<file path="config.mk">
export PLATFORM = sky130hd
export DESIGN_NAME = mem_arbiter
export DESIGN_NICKNAME = d
export VERILOG_FILES = /design/src/rtl/mem_arbiter.sv
export SDC_FILE = /design/constraint.sdc
export NUM_CORES = 1
export LEC_CHECK = 0
export CORE_UTILIZATION = 43
export CTS_CLUSTER_SIZE = 12
export DETAILED_ROUTE_END_ITERATION = 10
export PLACE_DENSITY = 0.91
export SLEW_MARGIN = 20
export SYNTH_ARGS = -nofsm -noshare
export SYNTH_HDL_FRONTEND = slang
export SYNTH_SLANG_ARGS = --single-unit
</file>
<file path="constraint.sdc">
create_clock -name clk -period 3.3 [get_ports clk]
set_input_delay 0.33 -clock clk [delete_from_list [all_inputs] [get_ports clk]]
set_output_delay 0.33 -clock clk [all_outputs]
set_load 0.01 [all_outputs]
</file>
<file path="src/rtl/mem_arbiter.sv">
// rtl/mem_arbiter.sv - fetch/LSU arbiter for the unified single-ported memory
`timescale 1ns/1ps
module mem_arbiter #(
  parameter int ADDWIDTH      = 12,
  parameter int MAX_LS_STREAK = 4
) (
  input  logic                  clk,
  input  logic                  rst_n,
  input  logic                  if_req,
  input  logic [ADDWIDTH+1:0]   if_addr,
  output logic                  if_gnt,
  output logic                  if_rvalid,
  output logic [31:0]           if_rdata,
  input  logic                  ls_req,
  input  logic                  ls_we,
  input  logic [ADDWIDTH+1:0]   ls_addr,
  input  logic [1:0]            ls_size,
  input  logic                  ls_unsigned,
  input  logic [31:0]           ls_wdata,
  output logic                  ls_gnt,
  output logic                  ls_rvalid,
  output logic [31:0]           ls_rdata,
  output logic                  ls_err,
  output logic [ADDWIDTH-1:0]   mem_addr,
  output logic                  mem_ld,
  output logic                  mem_str,
  output logic [3:0]            mem_be,
  output logic [31:0]           mem_wdata,
  input  logic [31:0]           mem_rdata
);

  localparam logic [1:0] ST_IDLE  = 2'd0;
  localparam logic [1:0] ST_ISSUE = 2'd1;
  localparam logic [1:0] ST_RESP  = 2'd2;
  localparam logic [3:0] STREAK_MAX = 4'(MAX_LS_STREAK);

  logic [1:0]          state_q, state_d;
  logic                sel_ls_q, sel_ls_d;
  logic                we_q, we_d;
  logic [ADDWIDTH+1:0] addr_q, addr_d;
  logic [1:0]          size_q, size_d;
  logic                uns_q, uns_d;
  logic [31:0]         wdata_q, wdata_d;
  logic                err_q, err_d;
  logic [3:0]          streak_q, streak_d;

  logic                pick_ls, pick_if, req_err;
  logic                in_issue, in_resp;
  logic [3:0]          st_be;
  logic [31:0]         st_wdata, ld_data;
  logic [7:0]          ld_byte;
  logic [15:0]         ld_half;

  // LSU wins unless fetch has waited through a full LSU streak
  assign pick_ls = ls_req && !(if_req && (streak_q == STREAK_MAX));
  assign pick_if = if_req && !pick_ls;

  // Flag illegal sizes and accesses not aligned to their own size
  always_comb begin
    req_err = 1'b0;
    case (ls_size)
      2'b01:   req_err = ls_addr[0];
      2'b10:   req_err = |ls_addr[1:0];
      2'b11:   req_err = 1'b1;
      default: req_err = 1'b0;
    endcase
  end

  // Next state: arbitrate and capture in IDLE/RESP, ISSUE always lasts one cycle
  always_comb begin
    state_d  = state_q;
    sel_ls_d = sel_ls_q;
    we_d     = we_q;
    addr_d   = addr_q;
    size_d   = size_q;
    uns_d    = uns_q;
    wdata_d  = wdata_q;
    err_d    = err_q;
    streak_d = streak_q;
    if (state_q == ST_ISSUE) begin
      state_d = ST_RESP;
    end else begin
      state_d = ST_IDLE;
      if (pick_ls) begin
        state_d  = ST_ISSUE;
        sel_ls_d = 1'b1;
        we_d     = ls_we;
        addr_d   = ls_addr;
        size_d   = ls_size;
        uns_d    = ls_unsigned;
        wdata_d  = ls_wdata;
        err_d    = req_err;
      end else if (pick_if) begin
        state_d  = ST_ISSUE;
        sel_ls_d = 1'b0;
        we_d     = 1'b0;
        addr_d   = if_addr;
        size_d   = 2'b10;
        uns_d    = 1'b0;
        wdata_d  = '0;
        err_d    = 1'b0;
      end
      if (!if_req || pick_if) begin
        streak_d = '0;
      end else if (pick_ls && (streak_q != STREAK_MAX)) begin
        streak_d = streak_q + 4'd1;
      end
    end
  end

  // State and captured-request registers
  always_ff @(posedge clk or negedge rst_n) begin
    if (!rst_n) begin
      state_q  <= ST_IDLE;
      sel_ls_q <= 1'b0;
      we_q     <= 1'b0;
      addr_q   <= '0;
      size_q   <= '0;
      uns_q    <= 1'b0;
      wdata_q  <= '0;
      err_q    <= 1'b0;
      streak_q <= '0;
    end else begin
      state_q  <= state_d;
      sel_ls_q <= sel_ls_d;
      we_q     <= we_d;
      addr_q   <= addr_d;
      size_q   <= size_d;
      uns_q    <= uns_d;
      wdata_q  <= wdata_d;
      err_q    <= err_d;
      streak_q <= streak_d;
    end
  end

  assign in_issue = (state_q == ST_ISSUE);
  assign in_resp  = (state_q == ST_RESP);

  // Store lane steering: enables follow the offset, data is replicated per lane
  always_comb begin
    st_be    = 4'b1111;
    st_wdata = wdata_q;
    case (size_q)
      2'b00: begin
        st_be    = 4'b0001 << addr_q[1:0];
        st_wdata = {4{wdata_q[7:0]}};
      end
      2'b01: begin
        st_be    = addr_q[1] ? 4'b1100 : 4'b0011;
        st_wdata = {2{wdata_q[15:0]}};
      end
      default: begin
        st_be    = 4'b1111;
        st_wdata = wdata_q;
      end
    endcase
  end

  // Load extraction from the registered memory output, with sign/zero extension
  always_comb begin
    ld_byte = mem_rdata[{addr_q[1:0], 3'b000} +: 8];
    ld_half = mem_rdata[{addr_q[1], 4'b0000} +: 16];
    case (size_q)
      2'b00:   ld_data = uns_q ? {24'h0, ld_byte} : {{24{ld_byte[7]}}, ld_byte};
      2'b01:   ld_data = uns_q ? {16'h0, ld_half} : {{16{ld_half[15]}}, ld_half};
      default: ld_data = mem_rdata;
    endcase
  end

  assign if_gnt    = in_issue && !sel_ls_q;
  assign ls_gnt    = in_issue && sel_ls_q;
  assign if_rvalid = in_resp && !sel_ls_q;
  assign ls_rvalid = in_resp && sel_ls_q;
  assign ls_err    = ls_rvalid && err_q;
  assign if_rdata  = if_rvalid ? mem_rdata : '0;
  assign ls_rdata  = (ls_rvalid && !we_q && !err_q) ? ld_data : '0;

  assign mem_addr  = in_issue ? addr_q[ADDWIDTH+1:2] : '0;
  assign mem_ld    = in_issue && !we_q && !err_q;
  assign mem_str   = in_issue && we_q && !err_q;
  assign mem_be    = mem_str ? st_be : 4'b0000;
  assign mem_wdata = mem_str ? st_wdata : '0;

endmodule

</file>
Word level (Yosys, flattened, before mapping) --
Index checks and enable logic that the tools add are counted.
Word-level totals: output and inout bits 119, logic and storage cells 78, input bits 100, register bits after elaboration 58
Cells by class: $add $sub $neg 1, bitwise logic cells 1, muxes and demuxes 28, shifts and indexed selects 3, equality and inequality tests 8, reduce and logical (&&, ||, !) cells 28
Operators by type and width (count):
- 32-bit 2-to-1 mux | 7
- 32-bit one-hot mux with 2 select lines | 2
- 32-bit by 6-bit indexed part select with 16-bit output | 1
- 32-bit by 6-bit indexed part select with 8-bit output | 1
- 14-bit 2-to-1 mux | 2
- 4-bit 2-to-1 mux | 4
- 1-bit logical AND | 15
- 12-bit 2-to-1 mux | 1
- 4-bit one-hot mux with 2 select lines | 1
- 1-bit 2-to-1 mux | 7
- 2-bit by 1-bit == test with 1-bit output (second input constant) | 3
- 2-bit == test (second input constant) | 3
- 1-bit zero test | 6
- 2-bit 2-to-1 mux | 3
- 4-bit by 1-bit adder with 4-bit output (second input constant) | 1
- 4-bit by 3-bit == test with 1-bit output (second input constant) | 1
- 4-bit by 3-bit != test with 1-bit output (second input constant) | 1
- 2-bit AND reduction | 2
- 2-bit nonzero test | 2
- 1-bit by 2-bit left shift with 4-bit output (first input constant) | 1
- 1-bit one-hot mux with 3 select lines | 1
- 2-bit zero test | 1
- 2-bit OR reduction | 1
- 1-bit logical OR | 1
- 1-bit NOT | 1

Depth between registers and ports, before layout --
Gate-level depths: netlist (run 1).
word-level depth 9, gate-level depth with buffers 7, depth with buffers taken out 6

Worst setup path before layout (run 1) --
No wires, ideal clock.
kind reg2out, start point reg size_q[1], end point out ls_rdata[15], stages on the path, launching flop included 7, arrival 1699 ps, slack 1271 ps, buffers on the path 3, required time 2970 ps, path through dfrtp_1 -> clkbuf_1 -> or2_2 -> clkbuf_1 -> or3_1 -> buf_6 -> a221oi_2
Between the ends: cells in the longest elaborated chain, start to end 3, elaborated cells on any way between the ends 4, those cells by class eq/ne (1); mux (2); reduce/logical (1)
Ends and longest elaborated chain:
- from (decl) | line 41 | logic [1:0] size_q, size_d;
- from (signal assigned) | line 128 | size_q <= size_d;
- 2-bit by 1-bit == test with 1-bit output / 2-bit zero test (equally long branches) | line 163 | case (size_q)
- 32-bit one-hot mux with 2 select lines (*) | line 163
- 32-bit 2-to-1 mux (*) | line 176 | assign ls_rdata = (ls_rvalid && !we_q && !err_q) ? ld_data : '0;
- to (decl) | line 22 | output logic [31:0] ls_rdata,
Every way passes the cells marked *; elsewhere a longest branch is shown, timed or not.

Worst setup path in the final report (run 1) --
start point reg state_q[0], end point out ls_rdata[21]
Between the ends: cells in the longest elaborated chain, start to end 5
Ends and longest elaborated chain:
- from (decl) | line 37 | logic [1:0] state_q, state_d;
- from (signal assigned) | line 124 | state_q <= state_d;
- 2-bit == test | line 137 | assign in_resp = (state_q == ST_RESP);
- 1-bit logical AND | line 173 | assign ls_rvalid = in_resp && sel_ls_q;
- 1-bit logical AND (2 in series) | line 176
- 32-bit 2-to-1 mux | line 176
No other way between the ends.

==> metrics, run 1 <==
worst slack, placed=0.225 ns; largest net degree at the start of global routing=40; worst min-delay path category=in2async; P per Cell Area=between 600 and 700 mW/mm^2; crit path DAT=about 2.8 ns; Core Footprint=a little under 0.009 sq mm; antenna cells=0; Reg clk slew, reported paths=around 0.070 ns; CP Launch Type=register; CTS tree=done; drc violations=20; Fin Setup TNS=0 ns; Core Util, Final=73.2%; CP Capture Type=output pin; Area contributors post-synth=dfrtp_1, mux2i_1, and2_1; RSZ-0062 raised after global routing=no; total number of vias=4524; die height=just under 100 um; Slew headroom=around two fifths; CP Class=reg2out; Reg2Reg Depth=5; most frequent cell after synthesis=dfrtp_1; Worst path max stage delay=roughly 0.60 ns; Hold WS=-0.00401 ns; DR vias/cell=around 5.8; leading cell types by count after synthesis=dfrtp_1, and2_1, nor2_1, a21oi_1, a22o_1; Post-synth EDFFs=0; final setup fails=0; post-CTS sizing=0; CP max-delay cell=or3_1; Pleak=~2.6 nW; cells after synthesis=~470; Area Overhead vs Synth=62.9%; Die X=97.9 um; fill count=approximately 640; hold buffers post-CTS=0; FF+latch count, synth=between 50 and 60; initial antenna violation count=0; crit-path max FO=17; Register Area=between 0.001 and 0.0015 sq mm; Total GRT Usage=between 20% and 30%; Starting Density=about 45%; YS warnings=0; total gr overflow=0; Post-synth top flop=dfrtp_1; nets=about 780; Multi-input gate area=around 0.0023 sq mm; post-route ant nets=0; RR Startpoint=state_q[1]; post-synth net total=around 570; postcts setup bufs=0; R2R Setup Slk=1.22 ns; max-cap viol count=0; Synth async-reset ratio=100%; first-pass GRT wire length=22.9 mm; Max Root-Sink Buffers=2; Fmax=~320 MHz; skew final=0.0110 ns; dominant cell type by area after synthesis=dfrtp_1; Detailed Route Iter0 Violations=241; fin worst setup slack=roughly 0.16 ns; Final Max Slew Viols=0; Worst EP required=2.97 ns; top-area cell type share of the netlist area=between 30% and 40%; hold violation count in the final report=5; Root Buffer=clkbuf_8; drt pass-1 iters=8; buffers added on ports=218; layout cell share with drive strength beyond 1=between 7 and 8%; CP Cell Sequence=nand3b_1, or3_1, o22a_1, nor2_1, clkdlybuf4s50_1; Routed WL=roughly 14 mm; IO Pins=roughly 220; number of global-route vias before repair=about 4600; area of the die=~0.0096 sq mm; Mapped Area=~0.0040 sq mm; VDD IR max=a little over 0.4 mV; Netlist cell types=39; RR Endpoint=wdata_q[27]; Clock Latency Late Sink=roughly 0.33 ns; Detailed Place HPWL=10.8 mm; CTS sink cnt=a little under 60; cts bufs inserted=9; failing checks=DRC, hold timing; GP Congestion=~0.96; register area share after synthesis=36.7%; Worst Max-Slew Pin Slew=slightly above 0.9 ns; Syn Area/Cell=8.40 sq um; fin crit period=~3.1 ns; status=complete, but fails checks; WL per Instance=roughly 18 um; fin crit share=between 90% and 100%; H-Tree Depth=3; Std-Cell Rows=34
[cell families (layout without fill, tap and decap cells)]
| family | count (synthesis) | after routing | share of synthesized area, % |
|---|---|---|---|
| and+or+nand+nor | 174 | 174 | 21.5 |
| AOI/OAI and AO/OA | 136 | 136 | 22.5 |
| DFF | 58 | 58 | 36.7 |
| buffers and inverters | 57 | 264 | 6.04 |
| muxes | 44 | 44 | 12.6 |
| adders and majority gates | 2 | 2 | 0.632 |
[layer usage]
metal	wire (um)	global-route usage [%]
met5	0	0
met4	484	12.8
met3	1180	5.65
met2	7240	53.4
met1	5350	34.5
[worst max-delay path by stage]
stage / slack, ns / start / end
after floorplan: 1.27 / size_q[1] / ls_rdata[15]
after global placement: 0.22 / mem_rdata[15] / ls_rdata[15]
after detailed placement: 0.23 / mem_rdata[31] / ls_rdata[15]
after CTS: 0.19 / state_q[0] / ls_rdata[22]
after global routing: 0.04 / addr_q[1] / ls_rdata[21]
final: 0.16 / state_q[0] / ls_rdata[21]
[power by group]
group	switching [mW]	internal [mW]
sequential	0.216	0.977
clock	0.294	0.369
combinational	1.18	1.08
total	1.69	2.43
[worst max-delay path, delay by kind of cell (launching register included)]
kind | cells | cell delay (ns)
AO/OA/AOI/OAI | 1 | 0.52
buffers and inverters | 1 | 0.56
flip-flops | 1 | 0.40
AND/OR/NAND/NOR | 3 | 1.01
[area by class of cell]
| cell class | count | area share [%] |
|---|---|---|
| timing repair buffer | 236 | 36.1 |
| multi-input combinational | 356 | 35.4 |
| inverter | 12 | 0.699 |
| clock buffer | 10 | 2.14 |
| sequential | 58 | 22.5 |
| clock inverter | 6 | 1.03 |
| tap | 108 | 2.10 |
[registers in the layout, summed over array words and instances, names as in the netlist]
name	count
addr_q	14
err_q	1
sel_ls_q	1
size_q	2
state_q	2
streak_q	4
uns_q	1
wdata_q	32
we_q	1
[per-stage QoR]
step	instances	cell area (sq um)	total power, mW
after detailed placement	770	6240	3.44
after global routing	786	6440	4.37
after floorplan	471	3960	2.48
after global placement	770	6240	3.36
final	786	6440	4.12
after CTS	786	6440	4.11
[placed cells by master (no fill, tap or decap), types with 2 or more instances in the layout]
cell type          n
clkdlybuf4s50_1  217
dfrtp_1           57
and2_1            54
nor2_1            53
a21oi_1           39
a22o_1            36
nand2_1           35
mux2i_1           35
o21ai_0           28
buf_4             17
a31oi_1           15
nand3_1           13
inv_1             12
clkbuf_8          10
nor3_1             6
mux2_2             5
o22ai_1            5
nand2b_1           3
or3_1              3
mux4_2             3
a2111oi_0          3
clkinvlp_4         3
o22a_1             2
ha_1               2
(Power assumes the default switching activity.)
==> run 2: changes to the inputs <==
--- a/config.mk
+++ b/config.mk
@@ -9,7 +9,6 @@
 export CTS_CLUSTER_SIZE = 12
 export DETAILED_ROUTE_END_ITERATION = 10
 export PLACE_DENSITY = 0.91
-export SLEW_MARGIN = 20
 export SYNTH_ARGS = -nofsm -noshare
 export SYNTH_HDL_FRONTEND = slang
 export SYNTH_SLANG_ARGS = --single-unit
==> results of run 2 <==
Same layout as run 1: the final DEF is identical, and so are final timing and power.
==> run 3: changes to the inputs <==
--- a/config.mk
+++ b/config.mk
@@ -8,7 +8,7 @@
 export CORE_UTILIZATION = 43
 export CTS_CLUSTER_SIZE = 12
 export DETAILED_ROUTE_END_ITERATION = 10
-export PLACE_DENSITY = 0.91
+export PLACE_DENSITY = 0.9
 export SYNTH_ARGS = -nofsm -noshare
 export SYNTH_HDL_FRONTEND = slang
 export SYNTH_SLANG_ARGS = --single-unit
==> metrics, run 3 (synthesis gave the netlist of run 1 again) <==
status=complete, but fails checks (unchanged); failing checks=DRC (was DRC, hold timing); first-pass GRT wire length=22.6 mm (was 22.9 mm); most frequent cells in the layout=clkdlybuf4s50_1, dfrtp_1, and2_1 (unchanged); nets=773 (was 775); Die X=97.9 um (unchanged); largest net degree at the start of global routing=57 (was 40); Placed Area=0.00621 sq mm (was 0.00624 sq mm); Post-Layout Inst Area=0.00644 sq mm (about the same); CTS tree=done (unchanged); antenna cells=0 (unchanged); Multi-input gate area=0.00228 sq mm (unchanged); CP Class=in2out (was reg2out); final setup fails=0 (unchanged); largest register by flop count=wdata_q (unchanged); RR Startpoint=state_q[0] (was state_q[1]); Worst Max-Slew Pin Slew=0.713 ns (was 0.925 ns); R2R Setup Slk=1.05 ns (was 1.22 ns); crit-path max FO=8 (was 17); Fin Setup TNS=0 ns (unchanged); Detailed Route Iter0 Violations=237 (was 241); Reg2Reg Depth=5 (unchanged); Final Max Slew Viols=0 (unchanged); GP Congestion=1.03 (was 0.957); Pwr Total=4.16 mW (was 4.12 mW); buffers added on ports=218 (unchanged); skew final=0.00613 ns (was 0.0110 ns); number of global-route vias before repair=4460 (was 4574); RR Endpoint=wdata_q[26] (was wdata_q[27]); Pleak=2.65 nW (about the same); Register Area=0.00145 sq mm (unchanged); fin worst setup slack=0.157 ns (was 0.165 ns); cts bufs inserted=9 (unchanged); CTS sink cnt=58 (unchanged); drc violations=18 (was 20); worst min-delay path category=in2async (unchanged); Clock Latency Late Sink=0.33 ns (about the same); Fmax=318 MHz (was 319 MHz); max-cap viol count=0 (unchanged); Detailed Place HPWL=10.6 mm (was 10.8 mm); DR vias/cell=5.67 (was 5.76); IO Pins=219 (unchanged); Slew headroom=52.3% (was 38.1%); Starting Density=44.9% (unchanged); CP Capture Type=output pin (unchanged); total number of vias=4444 (was 4524); non-filler cells, final=784 (was 786); postcts setup bufs=0 (unchanged); Area Overhead vs Synth=62.8% (was 62.9%); die height=97.9 um (unchanged); VDD IR max=0.484 mV (was 0.403 mV); Hold WS=0.0240 ns (was -0.00401 ns); CP Launch Type=input port (was register); Core Util, Final=73.2% (about the same); layout cell share with drive strength beyond 1=6.80% (was 7.23%); post-route ant nets=0 (unchanged); fill count=654 (was 644); Std-Cell Rows=34 (unchanged); hold violation count in the final report=0 (was 5); worst slack, placed=0.188 ns (was 0.225 ns); Reg clk slew, reported paths=0.07 ns (about the same); Top Registers=wdata_q: 32 flops, addr_q: 14 flops, streak_q: 4 flops (unchanged); dpl cells=768 (was 770); commonest non-fill, non-tap cell in the layout=clkdlybuf4s50_1 (unchanged); number of flip-flops in the largest register=32 (unchanged); Routed WL=14.1 mm (was 14.3 mm); Core Footprint=0.00881 sq mm (unchanged); RSZ-0062 raised after global routing=no (unchanged); hold buffers post-CTS=0 (unchanged); total gr overflow=0 (unchanged); fin crit period=3.14 ns (about the same); Max Root-Sink Buffers=2 (unchanged); H-Tree Depth=3 (unchanged); Total GRT Usage=29.7% (about the same); P per Cell Area=646 mW/mm^2 (was 639 mW/mm^2); Worst EP required=2.97 ns (about the same); initial antenna violation count=0 (unchanged); WL per Instance=18.0 um (was 18.1 um); Root Buffer=clkbuf_8 (unchanged); crit path DAT=2.81 ns (about the same); drt pass-1 iters=9 (was 8); fin crit share=95.3% (was 95.0%); area of the die=0.00959 sq mm (unchanged); post-CTS sizing=0 (unchanged)
-- run 3: cell types whose count changed in the layout (fill, tap and decap cells not counted), sizes merged --
cell      delta
clkinvlp     -3
buf          -2
clkbuf       +2
bufinv       +1
-- run 3: worst max path at each step --
stage / end / start / cells past startpoint
after floorplan: ls_rdata[15] / size_q[1] / 6
after CTS: ls_rdata[15] / mem_rdata[31] / 6
after global routing: ls_rdata[26] / state_q[0] / 5
after detailed placement: ls_rdata[15] / mem_rdata[31] / 6
after global placement: ls_rdata[15] / mem_rdata[15] / 6
final: ls_rdata[15] / mem_rdata[15] / 6
-- run 3: worst max-delay path: stages --
cell	delay [ns]
clkdlybuf4s50_1	0.51
inv_1	0.08
mux4_2	0.50
or3_1	0.50
a221oi_2	0.31
clkdlybuf4s50_1	0.58
-- run 3: where the power goes --
group          internal, mW  total, mW  switching (mW)
clock                 0.467      0.749           0.282
sequential            0.977       1.21           0.237
combinational          1.06       2.20            1.14
total                  2.51       4.16            1.66
-- run 3: per-layer routing --
metal  vias to the layer above  global-route usage, %  part of all wire, %
li1                       2065                      -                    -
met1                      2103                   33.8                   37
met2                       242                   53.6                   52
met3                        34                   4.65                  7.6
met4                         0                   15.4                  3.5
met5                         -                      0                    0
-- run 3: layout make-up --
type	instances	share of cell area, %
clock buffer	12	2.41
clock inverter	4	1.15
tap	108	2.10
sequential	58	22.5
multi-input combinational	356	35.4
inverter	12	0.699
timing repair buffer	234	35.7
